File: config.mk
export PLATFORM = sky130hd
export DESIGN_NAME = seg_scan_driver_flat
export DESIGN_NICKNAME = d
export VERILOG_FILES = /design/src/rtl/seg_scan_driver_if.sv /design/src/rtl/seg_scan_driver.sv /design/src/flat_wrapper.sv
export SDC_FILE = /design/constraint.sdc
export NUM_CORES = 1
export LEC_CHECK = 0
export CORE_UTILIZATION = 35
export DETAILED_ROUTE_END_ITERATION = 10
export GPL_TIMING_DRIVEN = 0
export PLACE_DENSITY = 0.53
export SYNTH_ARGS = -nofsm -noshare
export SYNTH_HDL_FRONTEND = slang
export SYNTH_SLANG_ARGS = --single-unit
File: constraint.sdc
create_clock -name CLK -period 1.7 [get_ports CLK]
set_clock_uncertainty 0.15 [all_clocks]
set_input_delay 0.17 -clock CLK [delete_from_list [all_inputs] [get_ports CLK]]
set_output_delay 0.17 -clock CLK [all_outputs]
set_load 0.01 [all_outputs]
File: src/rtl/seg_scan_driver_if.sv
// Display driver port bundle: image/brightness controls in, pin-level scan outputs back.
// master = application side, slave = seg_scan_driver.
interface seg_scan_driver_if #(
  parameter int DIGITS = 4
);
  logic [4*DIGITS-1:0] value;
  logic [DIGITS-1:0]   dots;
  logic                load;
  logic                enable;
  logic [3:0]          brightness;
  logic [7:0]          SEG;
  logic [DIGITS-1:0]   DIG;
  logic                frame_done;

  modport master (
    output value, dots, load, enable, brightness,
    input  SEG, DIG, frame_done
  );

  modport slave (
    input  value, dots, load, enable, brightness,
    output SEG, DIG, frame_done
  );
endinterface

File: src/rtl/seg_scan_driver.sv
// Time-multiplexed N-digit 7-segment scanner with dead time, PWM dimming and frame-synchronous image updates.
// Optional leading-zero suppression when SEG_LZ_BLANK_EN is defined.
module seg_scan_driver #(
  parameter int DIGITS       = 4,
  parameter int DIV_W        = 12,
  parameter int BLANK_CYCLES = 16
) (
  input  logic              CLK,
  input  logic              RST_N,
  seg_scan_driver_if.slave  bus
);

  localparam int                 IDX_W    = (DIGITS > 1) ? $clog2(DIGITS) : 1;
  localparam logic [DIV_W-1:0]   CNT_MAX  = '1;
  localparam logic [DIV_W-1:0]   BLANK_C  = DIV_W'(BLANK_CYCLES);
  localparam logic [IDX_W-1:0]   IDX_LAST = IDX_W'(DIGITS - 1);

  function automatic logic [6:0] font(input logic [3:0] n);
    logic [6:0] g;
    case (n)
      4'h0: g = 7'h40;
      4'h1: g = 7'h79;
      4'h2: g = 7'h24;
      4'h3: g = 7'h30;
      4'h4: g = 7'h19;
      4'h5: g = 7'h12;
      4'h6: g = 7'h02;
      4'h7: g = 7'h78;
      4'h8: g = 7'h00;
      4'h9: g = 7'h10;
      4'hA: g = 7'h08;
      4'hB: g = 7'h03;
      4'hC: g = 7'h46;
      4'hD: g = 7'h21;
      4'hE: g = 7'h06;
      default: g = 7'h0E;
    endcase
    return g;
  endfunction

  logic [DIV_W-1:0]    cnt_q, cnt_d;
  logic [IDX_W-1:0]    idx_q, idx_d;
  logic [4*DIGITS-1:0] pend_val_q, pend_val_d;
  logic [DIGITS-1:0]   pend_dots_q, pend_dots_d;
  logic [4*DIGITS-1:0] disp_val_q, disp_val_d;
  logic [DIGITS-1:0]   disp_dots_q, disp_dots_d;
  logic [7:0]          seg_q, seg_d;
  logic [DIGITS-1:0]   dig_q, dig_d;
  logic                fd_q;

  logic       slot_end;
  logic       frame_end;
  logic [3:0] phase;
  logic       lit;

  assign slot_end  = (cnt_q == CNT_MAX);
  assign frame_end = slot_end && (idx_q == IDX_LAST);
  assign phase     = cnt_q[DIV_W-1 -: 4];
  assign lit       = bus.enable && (cnt_q >= BLANK_C) && (phase <= bus.brightness);

  logic [3:0] nib   [DIGITS];
  logic [6:0] glyph [DIGITS];

  genvar gi;
  generate
    for (gi = 0; gi < DIGITS; gi++) begin : g_nib
      assign nib[gi] = disp_val_q[4*gi +: 4];
    end
  endgenerate

`ifdef SEG_LZ_BLANK_EN
  // zero_hi[i]: nibble i and every nibble above it are zero in the displayed image
  logic [DIGITS:0] zero_hi;
  assign zero_hi[DIGITS] = 1'b1;
  generate
    for (gi = 0; gi < DIGITS; gi++) begin : g_lz
      assign zero_hi[gi] = (nib[gi] == 4'h0) && zero_hi[gi+1];
      if (gi == 0) begin : g_first
        assign glyph[gi] = font(nib[gi]);
      end else begin : g_upper
        assign glyph[gi] = zero_hi[gi] ? 7'h7F : font(nib[gi]);
      end
    end
  endgenerate
`else
  generate
    for (gi = 0; gi < DIGITS; gi++) begin : g_glyph
      assign glyph[gi] = font(nib[gi]);
    end
  endgenerate
`endif

  always_comb begin
    cnt_d = cnt_q + 1'b1;
    idx_d = idx_q;
    if (slot_end) begin
      idx_d = (idx_q == IDX_LAST) ? '0 : idx_q + 1'b1;
    end
  end

  // A load on the boundary clock bypasses pending so the new image is not a frame late
  always_comb begin
    pend_val_d  = pend_val_q;
    pend_dots_d = pend_dots_q;
    if (bus.load) begin
      pend_val_d  = bus.value;
      pend_dots_d = bus.dots;
    end
    disp_val_d  = disp_val_q;
    disp_dots_d = disp_dots_q;
    if (frame_end) begin
      disp_val_d  = pend_val_d;
      disp_dots_d = pend_dots_d;
    end
  end

  always_comb begin
    seg_d = 8'hFF;
    dig_d = '0;
    if (lit) begin
      seg_d        = {~disp_dots_q[idx_q], glyph[idx_q]};
      dig_d[idx_q] = 1'b1;
    end
  end

  always_ff @(posedge CLK or negedge RST_N) begin
    if (!RST_N) begin
      cnt_q       <= '0;
      idx_q       <= '0;
      pend_val_q  <= '0;
      pend_dots_q <= '0;
      disp_val_q  <= '0;
      disp_dots_q <= '0;
      seg_q       <= 8'hFF;
      dig_q       <= '0;
      fd_q        <= 1'b0;
    end else begin
      cnt_q       <= cnt_d;
      idx_q       <= idx_d;
      pend_val_q  <= pend_val_d;
      pend_dots_q <= pend_dots_d;
      disp_val_q  <= disp_val_d;
      disp_dots_q <= disp_dots_d;
      seg_q       <= seg_d;
      dig_q       <= dig_d;
      fd_q        <= frame_end;
    end
  end

  assign bus.SEG        = seg_q;
  assign bus.DIG        = dig_q;
  assign bus.frame_done = fd_q;

endmodule

File: src/flat_wrapper.sv
// flat-port wrapper written by rule: the top's interface ports become plain ports
module seg_scan_driver_flat 
#(
  parameter int DIGITS       = 4,
  parameter int DIV_W        = 12,
  parameter int BLANK_CYCLES = 16
)
  (CLK, RST_N, bus_value, bus_dots, bus_load, bus_enable, bus_brightness, bus_SEG, bus_DIG, bus_frame_done);
  seg_scan_driver_if #(.DIGITS(DIGITS)) bus_i ();
  input  logic CLK;
  input  logic RST_N;
  input wire logic [$bits(bus_i.value)-1:0] bus_value;
  input wire logic [$bits(bus_i.dots)-1:0] bus_dots;
  input wire logic [$bits(bus_i.load)-1:0] bus_load;
  input wire logic [$bits(bus_i.enable)-1:0] bus_enable;
  input wire logic [$bits(bus_i.brightness)-1:0] bus_brightness;
  output wire logic [$bits(bus_i.SEG)-1:0] bus_SEG;
  output wire logic [$bits(bus_i.DIG)-1:0] bus_DIG;
  output wire logic [$bits(bus_i.frame_done)-1:0] bus_frame_done;
  assign bus_i.value = bus_value;
  assign bus_i.dots = bus_dots;
  assign bus_i.load = bus_load;
  assign bus_i.enable = bus_enable;
  assign bus_i.brightness = bus_brightness;
  assign bus_SEG = bus_i.SEG;
  assign bus_DIG = bus_i.DIG;
  assign bus_frame_done = bus_i.frame_done;
  seg_scan_driver #(.DIGITS(DIGITS), .DIV_W(DIV_W), .BLANK_CYCLES(BLANK_CYCLES)) u_core (.CLK(CLK), .RST_N(RST_N), .bus(bus_i));
endmodule
==> summary.txt, run 1 <==
Final layout
  • Fin area: approximately 5300 sq um
  • Share of layout cells above drive strength 1: 0.452
  • Final Instance Count excl. Fillers: approximately 560
  • Antenna cells: 0
  • # nets final: 473
  • Area Growth Syn to Fin: 35.3%
  • Final core utilization: 0.488

Routing
  • Via count: between 2k and 3k
  • Vias/cell: approximately 5.0
  • TritonRoute pass-1 iters: 4
  • Routed length per instance: ~15 um
  • Post-Route WL: 8440 um
  • Number of DRC markers in iteration 0: between 100 and 150
  • Antenna Violating Nets Remaining: 0
  • Residual DRC count: 0

Setup path
  • Critical R2R Launch: u_core.cnt_q[4]$_DFF_PN0_
  • Critical Path RT: 1.78 ns
  • CP max FO: 10
  • Worst setup endpoint: u_core.disp_val_q[4]$_DFFE_PN0P_
  • Worst reg2reg path depth: 5
  • Capturing point of the worst reg2reg path: u_core.disp_val_q[4]$_DFFE_PN0P_
  • Reg2reg setup slack: -0.16 ns
  • Critical Path End Type: flip-flop
  • Start point of the critical path: u_core.cnt_q[4]$_DFF_PN0_
  • Startpoint types: flip-flop
  • CP Data Arrival Time: 1.94 ns
  • Critical setup path kind: reg2reg

Floorplanning
  • Die ar.: roughly 12,000 sq um
  • Starting density of the core: 0.361
  • Site row count: 38
  • I/O pin count: just over 40
  • DIE WIDTH: around 110 um
  • Die span in y: around 110 um
  • Core area: 10,800 sq um

Timing
  • Final Setup Violations: 30
  • Final TNS setup: -3.63 ns
  • Worst slew pin tran: between 0.8 and 0.9 ns
  • Slew Viols, Final: 0
  • Worst slew margin: 0.439
  • Peak Freq: about 0.54 GHz
  • RSZ-0062 raised after global routing: true
  • Hold Vio Cnt, Final: 0
  • Tmin final: about 1.9 ns
  • Final worst setup slack: -0.159 ns
  • Hold WS: about 0.27 ns
  • Crit share post-route: 1.09

Clock network
  • CTS H-tree lvls: 3
  • CTS Buffer Depth: 2
  • CTS buffer count: 9
  • Worst-path clk slew: 0.08 ns
  • Latest clock arrival within the worst-skew pair: 0.35 ns
  • CTS tree: done
  • Clk root buf: clkbuf_8
  • # clock sinks: 67

GRT
  • Largest net degree at the start of global routing: approximately 70
  • Met3 Usage GRT: 0.0242
  • Global routing met1 resource utilization: 0.214
  • GRT overflow: 0
  • Vias in the first global route: approximately 2.8k
  • Global-route wire length before repair: 14,000 um
  • GRT Max-Usage Layer: met2
  • Gr usage total: 0.158
  • Initial antenna violation count: 0
  • Met2 usage: 0.244

Place
  • Gpl congestion: between 0.8 and 0.9
  • Cell total after placement: just over 500
  • I/O Buffers: 39
  • Placed Area: 4490 sq um
  • Post-DP HPWL: roughly 5600 um
  • Dpl ws: -0.563 ns

Logic synthesis
  • Post-synth top cells: dfrtp_1 (59), ha_1 (34), mux2_2 (30), inv_1 (23), mux2_4 (20)
  • FFs w/ async S/R, synth: 1.00
  • Mapped cell area: roughly 3900 sq um
  • Mapped Cells: 331
  • Syn. warnings: 0
  • Top cell type's share of synthesized area: 0.378
  • Post-Syn Nets: between 300 and 400
  • Post-synth EDFFs: 0
  • Sequential share of the synthesized area: 0.431
  • Top-count cell post-synth: dfrtp_1
  • Register bit count reported by yosys: 67
  • Synth area leaders: dfrtp_1 (38%), ha_1 (11%), mux2_2 (8.6%)
  • Primary FF master, synth: dfrtp_1
  • Synth area leader: dfrtp_1
  • Count of cell types in the netlist: 50
  • Synth Area per Inst: between 10 and 15 sq um

Status
  • Failing checks: negative setup slack
  • Result of the run: finished with violations

Power and ir drop
  • Overall power: roughly 3.7 mW
  • Cell leakage power: approximately 2.3 nW
  • Pwr dens: around 700 nW/um^2
  • Peak supply drop: approximately 0.33 mV

Hold path
  • Type of the tightest min-delay check: in2reg

Run
  • Max-cap violations: 0
==> how the worst min path moves through the flow <==
stage	startpoint	slack (ns)	depth (start not counted)	endpoint
floorplan	RST_N	-0.28	0	u_core.bus.DIG[0]$_DFF_PN0_
global placement	u_core.cnt_q[7]$_DFF_PN0_	0.33	1	u_core.cnt_q[7]$_DFF_PN0_
detailed placement	RST_N	0.19	1	u_core.pend_val_q[8]$_DFF_PN0_
CTS	bus_load	0.27	2	u_core.pend_dots_q[0]$_DFF_PN0_
global route	bus_dots[1]	0.29	2	u_core.pend_dots_q[1]$_DFF_PN0_
finish	bus_load	0.27	2	u_core.pend_dots_q[0]$_DFF_PN0_
==> cells by family (layout without fill, tap and decap cells) <==
| family | count (synthesis) | in the layout | synth area share |
|---|---|---|---|
| AOI/OAI and AO/OA | 48 | 48 | 0.0909 |
| adders and majority gates | 34 | 34 | 0.109 |
| and+or+nand+nor | 69 | 69 | 0.0957 |
| muxes | 62 | 62 | 0.207 |
| xor gates and xnor gates | 10 | 10 | 0.0224 |
| DFF | 67 | 67 | 0.431 |
| buffers and inverters | 41 | 126 | 0.0439 |
==> repair_timing <==
action,CTS,global route
gates cloned,1,0
pin swaps,10,5
gates resized for setup,78,20
setup endpoints to repair,40,33
buffers inserted,20,10
endpoints found under the hold margin,59,0
hold buffers,1,0
==> sequential cells by signal, indices dropped and copies added, names as in the netlist <==
| register | cells |
|---|---|
| u_core.bus.frame_done | 1 |
| u_core.idx_q | 2 |
| u_core.cnt_q | 12 |
| u_core.pend_dots_q | 4 |
| u_core.disp_dots_q | 4 |
| u_core.bus.DIG | 4 |
| u_core.pend_val_q | 16 |
| u_core.bus.SEG | 8 |
| u_core.disp_val_q | 16 |
==> layout make-up <==
class,instances,area [sq um]
sequential,67,1700
clock inverter,4,47.5
multi-input combinational,223,2370
clock buffer,12,165
buffer,15,108
tap,140,175
inverter,24,98.8
fill,985,5550
timing repair buffer,71,627
==> report_power, final <==
part	switching [mW]	internal (mW)	leakage, nW
Sequential	0.0497	1.69	0.807
Combinational	0.263	0.307	1.35
Clock	0.606	0.792	0.108
==> cell usage in the layout (no fill, tap or decap), drive strengths merged, types with 5 or more instances in the layout <==
cell type / count
dfrtp: 59
mux2: 50
buf: 34
ha: 34
clkdlybuf4s50: 30
clkbuf: 25
inv: 23
nor2: 14
nand2: 12
nand3: 11
a21oi: 9
mux2i: 8
dlygate4sd2: 8
dfstp: 8
o311ai: 8
xnor2: 7
nor3: 7
nand2b: 6
o21ai: 5
a211oi: 5
==> critical path, cell delays in order, from the launching register on <==
cell     delay (ns)
dfrtp_1        0.40
and4_4         0.26
nand3_4        0.10
or3_4          0.36
buf_8          0.17
mux2_4         0.29
==> per-layer routing <==
layer / wire (um) / vias to the layer above / part of all wire
met4: 176 / 0 / 0.021
met3: 274 / 12 / 0.032
met2: 3860 / 52 / 0.46
met1: 4120 / 1345 / 0.49
met5: 0 / - / 0
li1: - / 1345 / -
(Power assumes the default switching activity.)
==> run 2: changes to the inputs <==
Settings changed: SKIP_CTS_REPAIR_TIMING set to 1.
==> run 2 against run 1 <==
The flow still finishes with violations (negative setup slack). Maximum frequency shrank 0.94%. Utilization shrank 1.5 points. Global-route usage shrank 1.0 points. Critical path depth is the same. Sequential power is essentially flat. Register-to-register slack lost 0.02 ns. Die area is the same. Routed wire length shrank 3.6%. Total power shrank 1.2%. Setup slack lost 0.018 ns.
==> summary.txt, run 2 (synthesis gave the netlist of run 1 again) <==
Timing
  • Crit share post-route: 1.10
  • Final worst setup slack: -0.176 ns
  • Hold Vio Cnt, Final: 0
  • Slew Viols, Final: 0
  • Worst slew pin tran: approximately 0.84 ns
  • Tmin final: between 1.5 and 2 ns
  • Final Setup Violations: 28
  • Final TNS setup: -3.96 ns
  • RSZ-0062 raised after global routing: true
  • Peak Freq: ~0.53 GHz
  • Worst slew margin: 0.439

Power and ir drop
  • Pwr dens: a little over 700 nW/um^2
  • Overall power: approximately 3.7 mW
  • Cell leakage power: 2.27 nW
  • Peak supply drop: 0.349 mV

Setup path
  • Critical Path RT: between 1.5 and 2 ns
  • CP Data Arrival Time: between 1.5 and 2 ns
  • Critical setup path kind: reg2reg
  • Reg2reg setup slack: -0.18 ns
  • Startpoint types: flip-flop
  • CP max FO: 10
  • Critical Path End Type: flip-flop

GRT
  • GRT overflow: 0
  • Initial antenna violation count: 0
  • Global-route wire length before repair: ~13,000 um
  • Gr usage total: 0.148
  • Largest net degree at the start of global routing: roughly 70
  • Vias in the first global route: 2,605

Clock network
  • Latest clock arrival within the worst-skew pair: between 0.3 and 0.4 ns
  • CTS buffer count: 9
  • CTS H-tree lvls: 3
  • CTS tree: done
  • CTS Buffer Depth: 2
  • # clock sinks: 67
  • Worst-path clk slew: approximately 0.080 ns
  • Clk root buf: clkbuf_8

Final layout
  • Final Instance Count excl. Fillers: between 500 and 600
  • Area Growth Syn to Fin: 31.2%
  • Share of layout cells above drive strength 1: 0.402
  • Final core utilization: 0.473
  • Antenna cells: 0
  • # nets final: around 470
  • Largest registers: u_core.disp_val_q x16, u_core.pend_val_q x16, u_core.cnt_q x12
  • Most common cell after layout, fill and taps aside: dfrtp_1
  • Most frequent cells in the layout: dfrtp_1 (46), mux2_2 (30), clkdlybuf4s50_1 (30)
  • Fillers: 1,005

Hold path
  • Type of the tightest min-delay check: in2reg

Place
  • I/O Buffers: 39
  • Cell total after placement: 510
  • Dpl ws: -0.563 ns
  • Gpl congestion: 0.813
  • Post-DP HPWL: between 5000 and 6000 um

Routing
  • Via count: around 2.7k
  • Number of DRC markers in iteration 0: around 110
  • Vias/cell: 4.93
  • Post-Route WL: ~8100 um
  • TritonRoute pass-1 iters: 4
  • Antenna Violating Nets Remaining: 0
  • Residual DRC count: 0
  • Routed length per instance: 14.8 um

Floorplanning
  • Die span in y: ~110 um
  • Starting density of the core: 0.361
  • Die ar.: around 12,000 sq um
  • Site row count: 38
  • DIE WIDTH: 108 um
  • Core area: about 11,000 sq um
  • I/O pin count: between 40 and 50

Run
  • Max-cap violations: 0

Status
  • Failing checks: negative setup slack
  • Result of the run: finished with violations
[run 2: per-layer routing]
metal / track usage / up-vias / wire (um)
met4: 0.0841 / 0 / 176
met2: 0.215 / 46 / 3660
met3: 0.0248 / 12 / 250
met1: 0.206 / 1309 / 4040
met5: 0 / - / 0
li1: - / 1332 / -
[run 2: where the power goes]
| part | internal (mW) | total [mW] | leakage (nW) | switching, mW |
|---|---|---|---|---|
| logic | 0.289 | 0.526 | 1.35 | 0.237 |
| clock network | 0.792 | 1.40 | 0.108 | 0.604 |
| registers | 1.69 | 1.74 | 0.807 | 0.0506 |
| total | 2.77 | 3.67 | 2.27 | 0.892 |
[run 2: path summary, 6_finish.rpt]
check / start / endpoint / cells past startpoint
worst max-delay path: u_core.cnt_q[6]$_DFF_PN0_ / u_core.disp_val_q[4]$_DFFE_PN0P_ / 5
worst min-delay path: bus_load / u_core.pend_dots_q[2]$_DFF_PN0_ / 2
worst max register to register: u_core.cnt_q[6]$_DFF_PN0_ / u_core.disp_val_q[4]$_DFFE_PN0P_ / 5
worst min register to register: u_core.cnt_q[7]$_DFF_PN0_ / u_core.cnt_q[7]$_DFF_PN0_ / 1
max in group asynchronous: RST_N / u_core.disp_val_q[4]$_DFFE_PN0P_ / 2
min in group asynchronous: RST_N / u_core.pend_val_q[9]$_DFF_PN0_ / 2
[run 2: area by class of cell]
type,count,area [sq um],share of cell area
buffer,15,108,0.0210
clock buffer,12,165,0.0322
clock inverter,4,47.5,0.00927
inverter,24,93.8,0.0183
multi-input combinational,223,2240,0.437
sequential,67,1700,0.332
tap,140,175,0.0342
timing repair buffer,63,594,0.116
[run 2: metrics by stage]
stage / hold slack (ns) / cell area [sq um]
after floorplan: -0.276 / 3930
after global placement: 0.330 / 4490
after detailed placement: 0.189 / 4490
after CTS: -0.199 / 4700
after global routing: 0.289 / 5130
final: 0.273 / 5130
[run 2: critical path, cell delays in order, from the launching register on]
cell and delay [ns]:
dfrtp_1 0.40, and4_4 0.26, nand3_4 0.10, or3_4 0.37, buf_12 0.17, mux2_4 0.29
==> run 3: changes to the inputs <==
Settings changed: PLACE_DENSITY 0.53 to 0.51.
Clock period 1.7 ns to 2.4 ns, I/O delays scaled along.
==> run 3 against run 2 <==
The run now ends clean. Highest routed layer unchanged. Via count fell by 2.1%. Global-route usage rose by 0.16 points. Critical path type unchanged. Worst hold slack improved by 0.072 ns. Register-to-register slack improved by 0.33 ns. Routed wire length fell by 2.9%. Utilization fell by 4.0 points. Die area did not move. First-iteration DRC count fell by 26%. Combinational power fell by 36%. Clock-buffer cell count rose by 3. Flip-flop and latch count did not move.
==> summary.txt, run 3 (synthesis gave the netlist of run 1 again) <==
Final layout
  • Share of layout cells above drive strength 1: 0.220
  • # nets final: roughly 440
  • Fillers: about 1.1k
  • Final core utilization: 0.433
  • Most frequent cells in the layout: dfrtp_1 (59), clkdlybuf4s50_1 (38), ha_1 (34)
  • Storage element area: roughly 1700 sq um
  • Antenna cells: 0
  • Area of the multi-input gates: 2050 sq um
  • Largest registers: u_core.disp_val_q x16, u_core.pend_val_q x16, u_core.cnt_q x12
  • Most common cell after layout, fill and taps aside: dfrtp_1
  • Area Growth Syn to Fin: 20.2%

GRT
  • Initial antenna violation count: 0
  • Largest net degree at the start of global routing: slightly below 70
  • Gr usage total: 0.149
  • Vias in the first global route: 2,593
  • GRT overflow: 0
  • Global-route wire length before repair: ~13,000 um

Place
  • I/O Buffers: 39
  • Post-DP HPWL: 5610 um
  • Gpl congestion: just over 0.8

Routing
  • Residual DRC count: 0
  • Vias/cell: about 5
  • Number of DRC markers in iteration 0: slightly above 80
  • Via count: 2,643
  • Routed length per instance: approximately 15 um
  • Antenna Violating Nets Remaining: 0
  • Post-Route WL: 7900 um
  • TritonRoute pass-1 iters: 4

Setup path
  • Critical setup path kind: reg2reg
  • Capturing point of the worst reg2reg path: u_core.bus.SEG[1]$_DFF_PN1_
  • Critical Path RT: around 2.5 ns
  • Worst setup endpoint: u_core.bus.SEG[1]$_DFF_PN1_
  • Reg2reg setup slack: between 0.15 and 0.2 ns
  • CP max FO: 10
  • CP max stage cell: dfrtp_1
  • Max stage delay on crit path: 0.46 ns
  • Critical R2R Launch: u_core.cnt_q[10]$_DFF_PN0_
  • Start point of the critical path: u_core.cnt_q[10]$_DFF_PN0_
  • Startpoint types: flip-flop
  • Most common cell on crit path: a21oi_1
  • Critical Path End Type: flip-flop
  • Worst reg2reg path depth: 6
  • CP Data Arrival Time: between 2 and 2.5 ns
  • Worst-path cell chain: ha_1 > a21oi_1 > o221ai_1 > a21oi_1 > clkbuf_1 > o311ai_0

Clock network
  • Latest clock arrival within the worst-skew pair: ~0.34 ns
  • Clk root buf: clkbuf_8
  • CTS tree: done
  • Worst-path clk slew: approximately 0.080 ns
  • CTS buffer count: 9
  • CTS Buffer Depth: 2
  • CTS H-tree lvls: 3
  • # clock sinks: 67

Timing
  • Slew Viols, Final: 0
  • Worst slew pin tran: ~0.85 ns
  • Hold Vio Cnt, Final: 0
  • Worst slew margin: 0.435
  • Final TNS setup: 0 ns
  • RSZ-0062 raised after global routing: false
  • Final Setup Violations: 0
  • Peak Freq: roughly 0.44 GHz
  • Tmin final: around 2.2 ns
  • Crit share post-route: 0.937
  • Hold WS: approximately 0.34 ns

Power and ir drop
  • Cell leakage power: between 2 and 2.5 nW
  • Pwr dens: about 550 nW/um^2
  • Overall power: between 2 and 3 mW
  • Peak supply drop: about 0.33 mV

Status
  • Result of the run: complete, no violations

Floorplanning
  • Die ar.: approximately 12,000 sq um
  • Site row count: 38
  • Starting density of the core: 0.361
  • I/O pin count: 41
  • Core area: 10,800 sq um
  • DIE WIDTH: approximately 110 um
  • Die span in y: 108 um

Hold path
  • Type of the tightest min-delay check: reg2reg
  • Hold Path Origin: u_core.cnt_q[0]$_DFF_PN0_

Run
  • Max-cap violations: 0
==> run 3: cell count changes in the layout (fill, tap and decap cells not counted), moves of 8 or more <==
cell / delta
buf_4: -22
clkbuf_1: +10
clkdlybuf4s50_1: +8
dfrtp_1: +13
dfrtp_2: -13
dlymetal6s2s_1: -8
o311ai_0: +8
==> run 3: layout make-up <==
class / count / share of cell area
buffer: 17 / 0.0173
clock buffer: 15 / 0.0397
clock inverter: 1 / 0.00639
inverter: 24 / 0.0192
multi-input combinational: 223 / 0.436
sequential: 67 / 0.359
tap: 140 / 0.0373
timing repair buffer: 40 / 0.0847
==> run 3: worst min path at each step <==
stage	to	slack [ns]	cells after the start
after global routing	u_core.pend_val_q[10]$_DFF_PN0_	0.36	1
after floorplan	u_core.bus.DIG[0]$_DFF_PN0_	-0.21	0
after detailed placement	u_core.disp_val_q[2]$_DFFE_PN0P_	0.26	1
final	u_core.cnt_q[0]$_DFF_PN0_	0.34	1
after CTS	u_core.pend_val_q[1]$_DFF_PN0_	-0.10	1
after global placement	u_core.cnt_q[0]$_DFF_PN0_	0.33	1
==> run 3: report_power, final <==
part	switching [mW]	internal, mW	total, mW
clock	0.415	0.596	1.01
sequential	0.0326	1.20	1.23
combinational	0.154	0.182	0.336
total	0.601	1.98	2.58
==> run 3: per-layer routing <==
layer	vias up	track usage	part of all wire
met2	56	0.222	0.44
met3	10	0.0393	0.043
met5	-	0	0
met1	1291	0.209	0.50
met4	0	0.0479	0.016
li1	1286	-	-
==> run 3: critical path, delay by kind of cell (launching register included) <==
family                     cells  cell delay, ns
buffers and inverters          1            0.40
AOI/OAI and AO/OA              4            0.78
adders and majority gates      1            0.33
DFF                            1            0.46
==> run 3: per-stage QoR <==
step | cells | setup WS [ns] | area, sq um
2_1_floorplan | 331 | 0.555 | 3910
3_3_place_gp | 510 | -1.36 | 4470
3_5_place_dp | 510 | -0.113 | 4470
4_1_cts | 526 | 0.155 | 4690
5_1_grt | 527 | 0.000250 | 4700
6_report | 527 | 0.151 | 4700
